## config.mk

```make
export PLATFORM = sky130hd
export DESIGN_NAME = nibble_serial_subtractor
export DESIGN_NICKNAME = d
export VERILOG_FILES = /design/src/rtl/nibble_serial_subtractor.sv
export SDC_FILE = /design/constraint.sdc
export NUM_CORES = 1
export LEC_CHECK = 0
export ABC_AREA = 0
export CAP_MARGIN = 20
export CORE_ASPECT_RATIO = 1.5
export CORE_MARGIN = 2
export CORE_UTILIZATION = 45
export DETAILED_ROUTE_END_ITERATION = 8
export PLACE_DENSITY = 0.81
export REMOVE_ABC_BUFFERS = 1
export SYNTH_ARGS = -nofsm -noshare
export SYNTH_HDL_FRONTEND = slang
export SYNTH_SLANG_ARGS = --single-unit
```

## constraint.sdc

```tcl
create_clock -name clk -period 7.3 [get_ports clk]
set_input_delay 1.46 -clock clk [delete_from_list [all_inputs] [get_ports clk]]
set_output_delay 1.46 -clock clk [all_outputs]
set_load 0.005 [all_outputs]
```

## src/rtl/nibble_serial_subtractor.sv

```systemverilog
`default_nettype none
//==============================================================================
// Module   : nibble_serial_subtractor
// Brief    : Multi-cycle a - b - bin, one 4-bit borrow look-ahead group per
//            clock behind valid/ready handshakes. Defining NSS_ADD_MODE_EN
//            adds the op port (1 = a + b + bin through the same slice).
// Revision : 1.0 - initial release
//==============================================================================
module nibble_serial_subtractor #(
    parameter int WIDTH = 16
) (
    input  logic             clk,
    input  logic             rst,
    input  logic             in_valid,
    output logic             in_ready,
    input  logic [WIDTH-1:0] a,
    input  logic [WIDTH-1:0] b,
    input  logic             bin,
`ifdef NSS_ADD_MODE_EN
    input  logic             op,
`endif
    output logic             out_valid,
    input  logic             out_ready,
    output logic [WIDTH-1:0] diff,
    output logic             bout,
    output logic             ovf
);

    localparam int              c_N    = WIDTH / 4;
    localparam int              c_KW   = (c_N > 1) ? $clog2(c_N) : 1;
    localparam logic [c_KW-1:0] c_LAST = c_KW'(c_N - 1);

    localparam logic [1:0] c_IDLE = 2'd0;
    localparam logic [1:0] c_CALC = 2'd1;
    localparam logic [1:0] c_DONE = 2'd2;

    logic [1:0]       r_state;
    logic [c_KW-1:0]  r_k;
    logic [WIDTH-1:0] r_a;
    logic [WIDTH-1:0] r_b;       // subtrahend as fed to the slice (inverted when adding)
    logic             r_bsign;   // original b sign, needed for the overflow rule
    logic             r_br;
    logic [WIDTH-1:0] r_diff;
    logic             r_bout;
    logic             r_ovf;
    logic             r_out_valid;
    logic             r_in_ready;
`ifdef NSS_ADD_MODE_EN
    logic             r_add;
`endif

    logic [WIDTH-1:0] w_b_cap;
    logic             w_bin_cap;
    logic [WIDTH-1:0] w_a_sh;
    logic [WIDTH-1:0] w_b_sh;
    logic [3:0]       w_ga;
    logic [3:0]       w_gb;
    logic [3:0]       w_g;
    logic [3:0]       w_p;
    logic [4:0]       w_c;
    logic [3:0]       w_d;
    logic             w_bout;
    logic             w_ovf;

    // Operand conditioning at capture: adding is a - ~b - ~cin on the same slice.
    always_comb begin
        w_b_cap   = b;
        w_bin_cap = bin;
`ifdef NSS_ADD_MODE_EN
        if (op) begin
            w_b_cap   = ~b;
            w_bin_cap = ~bin;
        end
`endif
    end

    always_comb begin
        w_a_sh = r_a >> {r_k, 2'b00};
        w_b_sh = r_b >> {r_k, 2'b00};
        w_ga   = w_a_sh[3:0];
        w_gb   = w_b_sh[3:0];
        w_g    = ~w_ga & w_gb;
        w_p    = ~(w_ga ^ w_gb);

        w_c[0] = r_br;
        w_c[1] = w_g[0] | (w_p[0] & w_c[0]);
        w_c[2] = w_g[1] | (w_p[1] & w_g[0]) | (w_p[1] & w_p[0] & w_c[0]);
        w_c[3] = w_g[2] | (w_p[2] & w_g[1]) | (w_p[2] & w_p[1] & w_g[0])
               | (w_p[2] & w_p[1] & w_p[0] & w_c[0]);
        w_c[4] = w_g[3] | (w_p[3] & w_g[2]) | (w_p[3] & w_p[2] & w_g[1])
               | (w_p[3] & w_p[2] & w_p[1] & w_g[0])
               | (w_p[3] & w_p[2] & w_p[1] & w_p[0] & w_c[0]);

        w_d    = w_ga ^ w_gb ^ w_c[3:0];

        // Only meaningful on the last group, where w_d[3] is the result sign.
        w_bout = w_c[4];
        w_ovf  = (r_a[WIDTH-1] != r_bsign) & (w_d[3] != r_a[WIDTH-1]);
`ifdef NSS_ADD_MODE_EN
        if (r_add) begin
            w_bout = ~w_c[4];
            w_ovf  = (r_a[WIDTH-1] == r_bsign) & (w_d[3] != r_a[WIDTH-1]);
        end
`endif
    end

    always_ff @(posedge clk) begin
        if (rst) begin
            r_state     <= c_IDLE;
            r_k         <= '0;
            r_a         <= '0;
            r_b         <= '0;
            r_bsign     <= 1'b0;
            r_br        <= 1'b0;
            r_diff      <= '0;
            r_bout      <= 1'b0;
            r_ovf       <= 1'b0;
            r_out_valid <= 1'b0;
            r_in_ready  <= 1'b1;
`ifdef NSS_ADD_MODE_EN
            r_add       <= 1'b0;
`endif
        end else begin
            case (r_state)
                c_IDLE: begin
                    if (in_valid && r_in_ready) begin
                        r_a        <= a;
                        r_b        <= w_b_cap;
                        r_bsign    <= b[WIDTH-1];
                        r_br       <= w_bin_cap;
                        r_k        <= '0;
                        r_in_ready <= 1'b0;
                        r_state    <= c_CALC;
`ifdef NSS_ADD_MODE_EN
                        r_add      <= op;
`endif
                    end
                end
                c_CALC: begin
                    r_diff[{r_k, 2'b00} +: 4] <= w_d;
                    r_br                      <= w_c[4];
                    if (r_k == c_LAST) begin
                        r_k         <= '0;
                        r_bout      <= w_bout;
                        r_ovf       <= w_ovf;
                        r_out_valid <= 1'b1;
                        r_state     <= c_DONE;
                    end else begin
                        r_k <= r_k + 1'b1;
                    end
                end
                c_DONE: begin
                    if (out_ready) begin
                        r_out_valid <= 1'b0;
                        r_in_ready  <= 1'b1;
                        r_state     <= c_IDLE;
                    end
                end
                default: begin
                    r_out_valid <= 1'b0;
                    r_in_ready  <= 1'b1;
                    r_k         <= '0;
                    r_state     <= c_IDLE;
                end
            endcase
        end
    end

    assign in_ready  = r_in_ready;
    assign out_valid = r_out_valid;
    assign diff      = r_diff;
    assign bout      = r_bout;
    assign ovf       = r_ovf;

endmodule
`default_nettype wire

```

# ---- Word level (Yosys, flattened, before mapping)
# Cells that the tools add are included.
# W data, S select, Z words.
dict set report word_totals {
  register_bits 58
  inputBits 37
}
dict set report classes {
  reduce_logical 10
  n_bitwise 35
  addsub 2
  eq_ne 8
  n_mux 16
  shift 4
}
# op count
set op_table {}
lappend op_table {{$shr A16 B4 Y4} 2}
lappend op_table {{$and A1 B1 Y1} 17}
lappend op_table {{$bwmux W16} 1}
lappend op_table {{$shift A4 B6 Y16 const A} 1}
lappend op_table {{$shiftx A4 B6 Y16} 1}
lappend op_table {{$pmux W2 S3} 2}
lappend op_table {{$mux W2} 5}
lappend op_table {{$or A1 B1 Y1} 10}
lappend op_table {{$reduce_and A3 Y1} 3}
lappend op_table {{$not A4 Y4} 2}
lappend op_table {{$reduce_and A2 Y1} 4}
lappend op_table {{$xor A4 B4 Y4} 2}
lappend op_table {{$ne A2 B2 Y1 const B} 3}
lappend op_table {{$neg A4 Y6} 1}
lappend op_table {{$pmux W1 S3} 2}
lappend op_table {{$mux W1} 5}
lappend op_table {{$and A4 B4 Y4} 1}
lappend op_table {{$eq A2 B2 Y1 const B} 2}
lappend op_table {{$not A1 Y1} 3}
lappend op_table {{$add A2 B1 Y2 const B} 1}
lappend op_table {{$eq A2 B1 Y1 const B} 1}
lappend op_table {{$logic_not A2 Y1} 1}
lappend op_table {{$ne A1 B1 Y1} 2}
lappend op_table {{$pmux W1 S2} 1}
lappend op_table {{other kinds (2)} 2}

# ---- Logic depth before layout (Yosys ltp)
# Gate-level depths: netlist of run 1.
dict set report logic_depth {
  depth_word 10
  mapped_depth 9
  ltp_nobuf 7
}

# ---- Worst setup path after synthesis of run 1
# Ideal clock, no wire load.
dict set report synth_timing {
  path_kind {reg-to-reg}
  startpoint {register r_k[0]}
  endpoint {register r_ovf, in the netlist ovf}
  n_path_buf 2
  t_arrival_ns 2.798
  setup_slack_ns 4.411
  stages_incl_launch_ff 9
  setup_ns 0.091
  cell_sequence {dfxtp_1 -> buf_2 -> mux4_2 -> ha_1 -> a21o_1 -> and4_4 -> buf_6 -> or4_1 -> a311oi_1}
}
dict set report synth_between {
  elab_chain_len 10
  word_cells_on_any_way 19
  classes_between {2 x eq/ne; 2 x shift; 14 x bitwise; 1 x reduce/logical}
}
# item line_no
set synth_rtl {}
lappend synth_rtl {{start: declaration} 38} ;# logic [c_KW-1:0] r_k;
lappend synth_rtl {{start signal: assignment} 149} ;# r_k <= r_k + 1'b1;
lappend synth_rtl {{$shr A16 B4 Y4, on equally long branches} {78, 79}}
lappend synth_rtl {{$xor A4 B4 Y4 / $not A4 Y4 (equally long branches)} {83, 94, 82}}
lappend synth_rtl {{$not A4 Y4 / $and A4 B4 Y4 (equally long branches)} {83, 82}}
lappend synth_rtl {{$and A1 B1 Y1, on equally long branches} {88, 89}}
lappend synth_rtl {{$or A1 B1 Y1, or another cell as far along} 88} ;# w_c[3] = w_g[2] | (w_p[2] & w_g[1]) | (w_p[2] & w_p[1] & w_g[0])
lappend synth_rtl {{$or A1 B1 Y1 / $and A1 B1 Y1 (equally long branches)} {88, 89}}
lappend synth_rtl {{$or A1 B1 Y1} 89} ;# | (w_p[2] & w_p[1] & w_p[0] & w_c[0]);
lappend synth_rtl {{$xor A4 B4 Y4} 94} ;# w_d = w_ga ^ w_gb ^ w_c[3:0];
lappend synth_rtl {{$ne A1 B1 Y1} 98} ;# w_ovf = (r_a[WIDTH-1] != r_bsign) & (w_d[3] != r_a[WIDTH-1]);
lappend synth_rtl {{$and A1 B1 Y1} 98}
lappend synth_rtl {{end signal: assignment} 145} ;# r_ovf <= w_ovf;
lappend synth_rtl {{end: declaration} 45} ;# logic r_ovf;
# Parallel ways exist; a longest one is shown, timed or not.
# A chain may end at the register's enable or synchronous reset.

# ---- Worst setup path after layout of run 1
# Same ends and word-level chain as after synthesis.

==> results of run 1 <==
==> cells in the mapped netlist <==
cell type / instances / area [µm²]
sky130_fd_sc_hd__nor4b_2: 1 / 15.0
sky130_fd_sc_hd__a21o_1: 1 / 7.51
sky130_fd_sc_hd__and2_1: 1 / 6.26
sky130_fd_sc_hd__a21oi_1: 45 / 225
sky130_fd_sc_hd__mux4_2: 8 / 180
sky130_fd_sc_hd__nor2_1: 19 / 71.3
sky130_fd_sc_hd__fa_1: 1 / 20.0
sky130_fd_sc_hd__buf_2: 2 / 10.0
sky130_fd_sc_hd__nor4bb_1: 1 / 10.0
sky130_fd_sc_hd__o21a_1: 1 / 7.51
sky130_fd_sc_hd__o21ai_1: 1 / 5.00
sky130_fd_sc_hd__or4_1: 1 / 7.51
sky130_fd_sc_hd__nor3_1: 1 / 5.00
sky130_fd_sc_hd__a32oi_1: 1 / 8.76
sky130_fd_sc_hd__o22ai_1: 1 / 6.26
sky130_fd_sc_hd__a22oi_1: 8 / 60.1
sky130_fd_sc_hd__and4_1: 2 / 17.5
sky130_fd_sc_hd__nor2b_1: 3 / 18.8
sky130_fd_sc_hd__o311ai_0: 1 / 8.76
sky130_fd_sc_hd__dfxtp_1: 57 / 1140
sky130_fd_sc_hd__o31ai_1: 4 / 30.0
sky130_fd_sc_hd__ha_1: 10 / 125
sky130_fd_sc_hd__xnor2_1: 1 / 8.76
sky130_fd_sc_hd__and4b_1: 1 / 10.0
sky130_fd_sc_hd__buf_6: 1 / 11.3
sky130_fd_sc_hd__nand2b_1: 3 / 18.8
sky130_fd_sc_hd__o21ai_0: 5 / 25.0
sky130_fd_sc_hd__and4_4: 1 / 11.3
sky130_fd_sc_hd__a211oi_1: 5 / 37.5
sky130_fd_sc_hd__clkbuf_1: 17 / 63.8
sky130_fd_sc_hd__a2bb2oi_1: 1 / 8.76
sky130_fd_sc_hd__nor3b_1: 1 / 7.51
sky130_fd_sc_hd__inv_1: 10 / 37.5
sky130_fd_sc_hd__nand3b_1: 2 / 15.0
sky130_fd_sc_hd__or2b_2: 1 / 8.76
sky130_fd_sc_hd__a311oi_1: 1 / 8.76
sky130_fd_sc_hd__nand2_1: 75 / 282
==> worst min-delay path by stage <==
stage | startpoint | to | slack (ps) | cells past startpoint
after floorplan | r_a[10] | r_a[10] | 430 | 2
after global placement | r_b[13] | r_b[13] | 440 | 2
after detailed placement | diff[15] | diff[15] | 440 | 2
after CTS | diff[15] | diff[15] | 450 | 2
after global routing | r_b[11] | r_b[11] | 470 | 2
final | diff[15] | diff[15] | 450 | 2
==> flip-flops by register name, indices dropped and copies added, names as in the netlist, 2 cells and up <==
signal,count
r_state,2
r_b,16
diff,16
r_k,2
r_a,16
==> routing by layer <==
metal	GRT usage	share of wire
met5	0	0
met4	0.102	0.023
met1	0.192	0.39
met3	0.0608	0.051
met2	0.350	0.54
==> area by class of cell <==
type	instances	area, µm²	area share
clock inverters	2	35.0	0.0105
flip-flops and latches	57	1140	0.341
clock buffers	14	173	0.0516
inverters	10	37.5	0.0112
well taps	70	87.6	0.0262
multi-input cells	208	1290	0.386
repair buffers	58	578	0.173
==> power groups by stage <==
stage / clock network, µW / logic, µW / registers, µW
final: 301 / 118 / 341
after global placement: 0 / 113 / 346
after detailed placement: 0 / 116 / 347
after global routing: 323 / 132 / 343
after floorplan: 0 / 68.4 / 343
after CTS: 309 / 117 / 341
==> critical path, delay by kind of cell, from the launching register on <==
family	cells	cell delay, ps
AOI/OAI and AO/OA	2	460
and+or+nand+nor	2	740
buffers and inverters	1	110
adders and majority gates	1	250
muxes	1	610
DFF	1	890
==> metrics by stage <==
step           area [µm²]  instances  hold WS [ps]  total power, µW   util
4_1_cts              3330        418           451              767  0.611
5_1_grt              3340        419           467              798  0.614
6_report             3340        419           449              760  0.614
3_5_place_dp         3120        402           443              464  0.573
3_3_place_gp         3120        402           438              460  0.573
2_1_floorplan        2460        275           427              412      -
==> logic make-up after synthesis <==
| logic type | synth area share |
|---|---|
| adder cells (fa/ha/maj) | 0.0571 |
| buffers and inverters | 0.0483 |
| XOR/XNOR | 0.00345 |
| flip-flops | 0.449 |
| multiplexers | 0.0709 |
| AND/OR/NAND/NOR | 0.198 |
| AO/OA/AOI/OAI | 0.173 |
==> metrics.yaml, run 1 <==
outcome: "finished, final reports clean"
max_slew.worst_pin.slew_ps: 986
place_worst_setup_slack_ps: 3960
gp_congestion: 0.888
remaining_drc_errors: 0
most_common_library_cell_in_the_layout_ignoring_fill_and_taps: "sky130_fd_sc_hd__nand2_1"
grt_pass1_wl_um: 9150
postSynthRegisterBits: 57
path_clk_slew_ps: 60
design.core.area_um2: 5450
setup_viol: 0
routedWlPerCell_um: 12.9
p_seq_frac: 0.448
layout-drive-gt1-share: 0.0831
num-fill-cells: 499
power.leakage_uw: 0.00122
die_width_um: 65.4
syn-mean-instance-area_um2: 8.61
endpoint_of_the_most_critical_register_to_register_path: "ovf"
viasPerCell: 5.20
drtIter0Drc: 213
clkPwrFrac: 0.397
worstHoldPathType: "flop to flop"
maxClockFrequency_mhz: 318
post_route_fraction_of_the_period_consumed_by_the_critical_path: 0.431
final_net_count: 392
layout.cells.most_common_list: "sky130_fd_sc_hd__nand2_1, sky130_fd_sc_hd__dfxtp_1, sky130_fd_sc_hd__clkdlybuf4s50_1"
sequential_area_share_after_synthesis: 0.449
track_usage: 0.192
die_h_um: 96.0
routed_wl_um: 5420
tritoncts: "yes"
initial_utilization: 0.466
timing.setup.critical_path_class: "flop to flop"
rsz0062_at_grt: "no"
postCtsSetupBuffers: 0
fin_worst_skew_ps: 7.64
syn-cell-area_um2: 2540
top_level_ports: 57
r2r_slack_ps: 4150
portBuffers: 56
critPathLaunchType: "flop"
finalCriticalPeriod_ps: 3150
ant_nets: 0
ctsHtreeMaxLevel: 3
setup_ws_ps: 4150
via_count: 2179
initial_antenna_violation_count: 0
hold_bufs_inserted_after_cts: 0
drt_pass1_iterations: 4
critical_path.startpoint: "r_k[0]"
worstReg2RegStart: "r_k[0]"
peakVddDrop_mv: 0.237
vias_in_the_first_global_route: 2159
total_overflow_reported_by_the_global_router: 0
detailedPlacementHpwl_um: 3750
die_area_um2: 6280
insertion_delay_ps: 340
numCtsBuffers: 9
r2r.worst_path.cells: 7
n_antenna_cell: 0
yosysWarnings: 0
maxCapViolCount: 0
cell_internal_pwr_uw: 569
synthCells: 295
areaGrowthSynthToFinish_pct: 31.6
worst_path_largest_cell_delay_ps: 890
synth.distinct_cells: 37
cts_buffer_depth: 2
critical-path-slowest-cell: "sky130_fd_sc_hd__dfxtp_1"
worstSetupEndpoint: "ovf"
cp_cell_sequence: "mux4_2 -> inv_1 -> ha_1 -> a21o_1 -> and4_4 -> or4_1 -> a311oi_1"
timing.slew.headroom: 0.343
power_density_nw_per_um2: 227
hold_violations: 0
timing.critical_path.required_ps: 7540
std_cell_rows: 33
cp-end-kind: "flop"
power.switching_fraction: 0.251
timing.critical_path.fanout_max: 16
timing.setup.tns_ps: 0
grt_max_degree: 58
cts.sink_count: 57
clock-root-buffer: "sky130_fd_sc_hd__clkbuf_8"
switchingPower_uw: 191
post_cts_resized: 0
maxSlewViolCount: 0
critPathArrivalTime_ps: 3390
comb_power_share: 0.155
Power figures use the tool's default switching activity.
==> run 2: changes to the inputs <==
- PLACE_DENSITY: 0.81 -> 0.83
- clock period: 7.3 -> 2.5 ns (I/O delays scaled with it)
==> metrics.yaml, run 2 (synthesized netlist as in run 1, its figures left out) <==
peakVddDrop_mv: 0.371  # was 0.237 mV
design.core.area_um2: 5450  # unchanged
vias_in_the_first_global_route: 2162  # was 2,159
hold_bufs_inserted_after_cts: 0  # unchanged
layout.cells.most_common_list: "sky130_fd_sc_hd__nand2_1, sky130_fd_sc_hd__dfxtp_1, sky130_fd_sc_hd__clkdlybuf4s50_1"  # unchanged
routed_wl_um: 5960  # was 5420 µm
layout-drive-gt1-share: 0.156  # was 0.0831
grt_max_degree: 58  # unchanged
total_overflow_reported_by_the_global_router: 0  # unchanged
path_clk_slew_ps: 60  # about the same
worstReg2RegStart: "r_k[0]"  # unchanged
n_antenna_cell: 0  # unchanged
timing.critical_path.fanout_max: 7  # was 16
drtIter0Drc: 154  # was 213
tritoncts: "yes"  # unchanged
power_density_nw_per_um2: 649  # was 227 nW/µm²
timing.setup.critical_path_class: "flop to flop"  # unchanged
cell_count_after_placement: 417  # was 402
most_common_library_cell_in_the_layout_ignoring_fill_and_taps: "sky130_fd_sc_hd__nand2_1"  # unchanged
holdPathStages: 2  # unchanged
ff_latch_area_um2: 1140  # about the same
die_width_um: 65.4  # unchanged
r2r.worst_path.cells: 6  # was 7
remaining_drc_errors: 0  # unchanged
critPathArrivalTime_ps: 2740  # was 3390 ps
r2r_slack_ps: 10  # was 4150 ps
setup_viol: 0  # unchanged
routedWlPerCell_um: 13.7  # was 12.9 µm
detailedPlacementHpwl_um: 4120  # was 3750 µm
die_area_um2: 6280  # unchanged
areaGrowthSynthToFinish_pct: 39.9  # was 31.6%
hold_violations: 0  # unchanged
clock-root-buffer: "sky130_fd_sc_hd__clkbuf_8"  # unchanged
cts_buffer_depth: 2  # unchanged
viasPerCell: 5.20  # about the same
grt_pass1_wl_um: 9180  # was 9150 µm
max_slew.worst_pin.slew_ps: 637  # was 986 ps
power.leakage_uw: 0.00132  # was 0.00122 µW
initial_utilization: 0.466  # unchanged
drt_pass1_iterations: 6  # was 4
die_h_um: 96.0  # unchanged
finalCoreUtilization: 0.652  # was 0.614
via_count: 2268  # was 2,179
finished_layout_cells: 436  # was 419
portBuffers: 56  # unchanged
num-fill-cells: 449  # was 499
timing.critical_path.required_ps: 2750  # was 7540 ps
fin_worst_skew_ps: 6.22  # was 7.64 ps
critPathLaunchType: "flop"  # unchanged
outcome: "finished, final reports clean"  # unchanged
initial_antenna_violation_count: 0  # unchanged
finalCriticalPeriod_ps: 2490  # was 3150 ps
cts.sink_count: 57  # unchanged
hold_path_end: "r_b[11]"  # was diff[15]
hold_path.startpoint: "r_b[11]"  # was diff[15]
post_route_fraction_of_the_period_consumed_by_the_critical_path: 0.996  # was 0.431
timing.slew.headroom: 0.574  # was 0.343
insertion_delay_ps: 340  # about the same
track_usage: 0.193  # was 0.192
maxSlewViolCount: 0  # unchanged
multi_input_area_um2: 1360  # was 1290 µm²
ctsHtreeMaxLevel: 3  # unchanged
gp_congestion: 0.890  # was 0.888
numCtsBuffers: 9  # unchanged
maxCapViolCount: 0  # unchanged
final_net_count: 409  # was 392
endpoint_of_the_most_critical_register_to_register_path: "ovf"  # unchanged
worstHoldPathType: "flop to flop"  # unchanged
maxClockFrequency_mhz: 402  # was 318 MHz
top_level_ports: 57  # unchanged
std_cell_rows: 33  # unchanged
ant_nets: 0  # unchanged
cp-end-kind: "flop"  # unchanged
-- run 2: layout make-up --
| type | instances | share of cell area |
|---|---|---|
| clock buffers | 14 | 0.0486 |
| clock inverters | 2 | 0.00985 |
| inverters | 10 | 0.0106 |
| multi-input cells | 208 | 0.382 |
| flip-flops and latches | 57 | 0.322 |
| well taps | 70 | 0.0246 |
| repair buffers | 75 | 0.202 |
-- run 2: through the flow --
| stage | setup WS [ps] | instance area (µm²) | TNS (ps) | hold WS, ps | total power (µW) |
|---|---|---|---|---|---|
| 6_report | 9.65 | 3560 | 0 | 449 | 2310 |
| 3_3_place_gp | -99.7 | 3250 | -99.7 | 440 | 1380 |
| 3_5_place_dp | -235 | 3250 | -244 | 444 | 1390 |
| 5_1_grt | -19.6 | 3560 | -19.6 | 474 | 2400 |
| 2_1_floorplan | -1040 | 2460 | -27040 | 427 | 1200 |
| 4_1_cts | 4.53 | 3470 | 0 | 451 | 2260 |
-- run 2: critical path: stages (launching register included) --
cell and delay (ps):
sky130_fd_sc_hd__dfxtp_4 410, sky130_fd_sc_hd__mux4_2 570, sky130_fd_sc_hd__ha_4 280, sky130_fd_sc_hd__a21o_1 190
sky130_fd_sc_hd__and4_4 160, sky130_fd_sc_hd__or4_4 520, sky130_fd_sc_hd__a311oi_2 280
-- run 2: per-layer routing --
layer,up-vias,global-route usage,share of wire
li1,1143,-,-
met1,1038,0.190,0.38
met2,67,0.357,0.53
met3,20,0.0596,0.045
met4,0,0.104,0.044
met5,-,0,0
-- run 2: report_power, final --
part	leakage, µW	total (µW)	internal (µW)	switching (µW)
Clock	0.000107	880	541	340
Sequential	0.000465	992	955	37.4
Combinational	0.000747	435	226	209
-- run 2: worst max path at each step --
| stage | startpoint | end | slack, ps | cells after the start |
|---|---|---|---|---|
| CTS | r_k[0] | ovf | 5 | 7 |
| finish | r_k[0] | ovf | 10 | 6 |
| detailed placement | r_k[0] | ovf | -230 | 7 |
| floorplan | in_valid | r_br | -1040 | 3 |
| global placement | r_k[0] | ovf | -100 | 7 |
| global route | r_k[0] | ovf | -20 | 6 |
-- run 2: repair_timing --
action                                  in CTS  in global routing
buffers inserted                             1                  2
endpoints found under the setup margin       2                  1
cloned                                       0                  0
resized for setup                            3                 13
pin swaps                                    1                  5
==> run 3: changes to the inputs <==
- PLACE_DENSITY: 0.83 -> 0.81
- clock period: 2.5 -> 2.8 ns (I/O delays scaled with it)
==> metrics.yaml, run 3 (synthesized netlist as in run 1, its figures left out) <==
timing.setup.critical_path_class: "flop to flop"  # unchanged
most_common_library_cell_in_the_layout_ignoring_fill_and_taps: "sky130_fd_sc_hd__nand2_1"  # unchanged
r2r.worst_path.cells: 7  # was 6
die_width_um: 65.4  # unchanged
place_worst_setup_slack_ps: 50.6  # was -235 ps
critical_path.startpoint: "r_k[0]"  # unchanged
routed_wl_um: 5710  # was 5960 µm
endpoint_of_the_most_critical_register_to_register_path: "ovf"  # unchanged
max_slew.worst_pin.slew_ps: 976  # was 637 ps
timing.critical_path.fanout_max: 7  # unchanged
track_usage: 0.199  # was 0.193
layout.cells.most_common_list: "sky130_fd_sc_hd__nand2_1, sky130_fd_sc_hd__dfxtp_1, sky130_fd_sc_hd__clkdlybuf4s50_1"  # unchanged
timing.setup.tns_ps: 0  # unchanged
detail_route.wirelength.met1_um: 2260  # was 2270 µm
multi_input_area_um2: 1290  # was 1360 µm²
top_level_ports: 57  # unchanged
layout-drive-gt1-share: 0.102  # was 0.156
worst_path_largest_cell_delay_ps: 510  # was 570 ps
drtIter0Drc: 120  # was 154
post_route_fraction_of_the_period_consumed_by_the_critical_path: 0.920  # was 0.996
cp_cell_sequence: "mux4_2 -> inv_1 -> ha_1 -> a21o_1 -> and4_4 -> or4_1 -> a311oi_1"  # was mux4_2 -> ha_4 -> a21o_1 -> and4_4 -> or4_4 -> a311oi_2
grt_max_degree: 58  # unchanged
fin_worst_skew_ps: 5.56  # was 6.22 ps
total_overflow_reported_by_the_global_router: 0  # unchanged
cp-end-kind: "flop"  # unchanged
cts.sink_count: 57  # unchanged
critPathLaunchType: "flop"  # unchanged
gp_congestion: 0.889  # was 0.890
die_area_um2: 6280  # unchanged
finalCoreUtilization: 0.615  # was 0.652
timing.critical_path.required_ps: 3040  # was 2750 ps
n_antenna_cell: 0  # unchanged
power_density_nw_per_um2: 568  # was 649 nW/µm²
worstReg2RegStart: "r_k[0]"  # unchanged
final_net_count: 397  # was 409
via_count: 2238  # was 2,268
power.leakage_uw: 0.00123  # was 0.00132 µW
path_clk_slew_ps: 60  # about the same
critical-path-slowest-cell: "sky130_fd_sc_hd__mux4_2"  # unchanged
numCtsBuffers: 9  # unchanged
areaGrowthSynthToFinish_pct: 31.9  # was 39.9%
maxSlewViolCount: 0  # unchanged
wl_met2_um: 3050  # was 3170 µm
remaining_drc_errors: 0  # unchanged
drt_pass1_iterations: 4  # was 6
initial_antenna_violation_count: 0  # unchanged
insertion_delay_ps: 340  # about the same
tritoncts: "yes"  # unchanged
grt_pass1_wl_um: 9370  # was 9180 µm
r2r_slack_ps: 220  # was 10 ps
hold_bufs_inserted_after_cts: 0  # unchanged
routedWlPerCell_um: 13.5  # was 13.7 µm
cts_buffer_depth: 2  # unchanged
route.met3.wl_um: 265  # was 267 µm
initial_utilization: 0.466  # unchanged
worstSetupEndpoint: "ovf"  # unchanged
maxCapViolCount: 0  # unchanged
critPathArrivalTime_ps: 2820  # was 2740 ps
portBuffers: 56  # unchanged
viasPerCell: 5.29  # was 5.20
num-fill-cells: 496  # was 449
peakVddDrop_mv: 0.337  # was 0.371 mV
rsz0062_at_grt: "no"
design.core.area_um2: 5450  # unchanged
detailedPlacementHpwl_um: 4200  # was 4120 µm
ff_latch_area_um2: 1140  # unchanged
outcome: "finished, final reports clean"  # unchanged
ant_nets: 0  # unchanged
finalCriticalPeriod_ps: 2580  # was 2490 ps
timing.slew.headroom: 0.349  # was 0.574
vias_in_the_first_global_route: 2176  # was 2,162
std_cell_rows: 33  # unchanged
worstHoldPathType: "flop to flop"  # unchanged
die_h_um: 96.0  # unchanged
setup_ws_ps: 224  # was 9.65 ps
clock-root-buffer: "sky130_fd_sc_hd__clkbuf_8"  # unchanged
routed.top_layer: "met4"  # unchanged
hold_violations: 0  # unchanged
maxClockFrequency_mhz: 388  # was 402 MHz
ctsHtreeMaxLevel: 3  # unchanged
setup_viol: 0  # unchanged
-- run 3: cell types whose count changed in the layout (fill, tap and decap cells not counted), sizes merged --
cell,previous run,this run
buf,20,8
clkbuf,14,12
clkinv,1,3
bufinv,1,0
-- run 3: layout make-up --
cell class | instances | area share
Inverter | 10 | 0.0112
Clock inverter | 3 | 0.00448
Timing Repair Buffer | 63 | 0.181
Sequential cell | 57 | 0.342
Multi-Input combinational cell | 208 | 0.386
Tap cell | 70 | 0.0261
Clock buffer | 12 | 0.0493
-- run 3: worst max-delay path: cells and delay by family (launching register included) --
kind	cells	cell delay, ps
fa+ha+maj	1	260
flops	1	410
simple gates	2	720
mux	1	510
compound gates	2	470
buf+inv	1	110
-- run 3: what timing repair did --
action	in CTS	in global routing
endpoints found under the setup margin	0	2
setup buffers	0	0
resized for setup	0	2
-- run 3: worst min-delay path by stage --
stage	slack [ps]	to	from	cells past startpoint
finish	450	diff[2]	diff[2]	2
global route	460	diff[2]	diff[2]	2
CTS	450	diff[2]	diff[2]	2
detailed placement	450	diff[15]	diff[15]	2
global placement	440	diff[2]	diff[2]	2
floorplan	430	r_a[10]	r_a[10]	2
-- run 3: routing by layer --
metal  GRT usage  vias up
li1            -     1123
met1       0.207     1039
met2       0.359       63
met3      0.0573       13
met4       0.101        0
met5           0        -
-- run 3: power by group --
part | internal, µW | switching [µW] | total (µW)
Sequential | 852 | 32.5 | 885
Clock | 383 | 313 | 696
Combinational | 156 | 166 | 322
-- run 3: metrics by stage --
step / cell area, µm² / power [µW] / instances / hold WS (ps)
floorplan: 2460 / 1070 / 275 / 427
global placement: 3170 / 1210 / 408 / 441
detailed placement: 3170 / 1220 / 408 / 447
CTS: 3350 / 1910 / 423 / 453
global route: 3350 / 1990 / 423 / 464
finish: 3350 / 1900 / 423 / 452
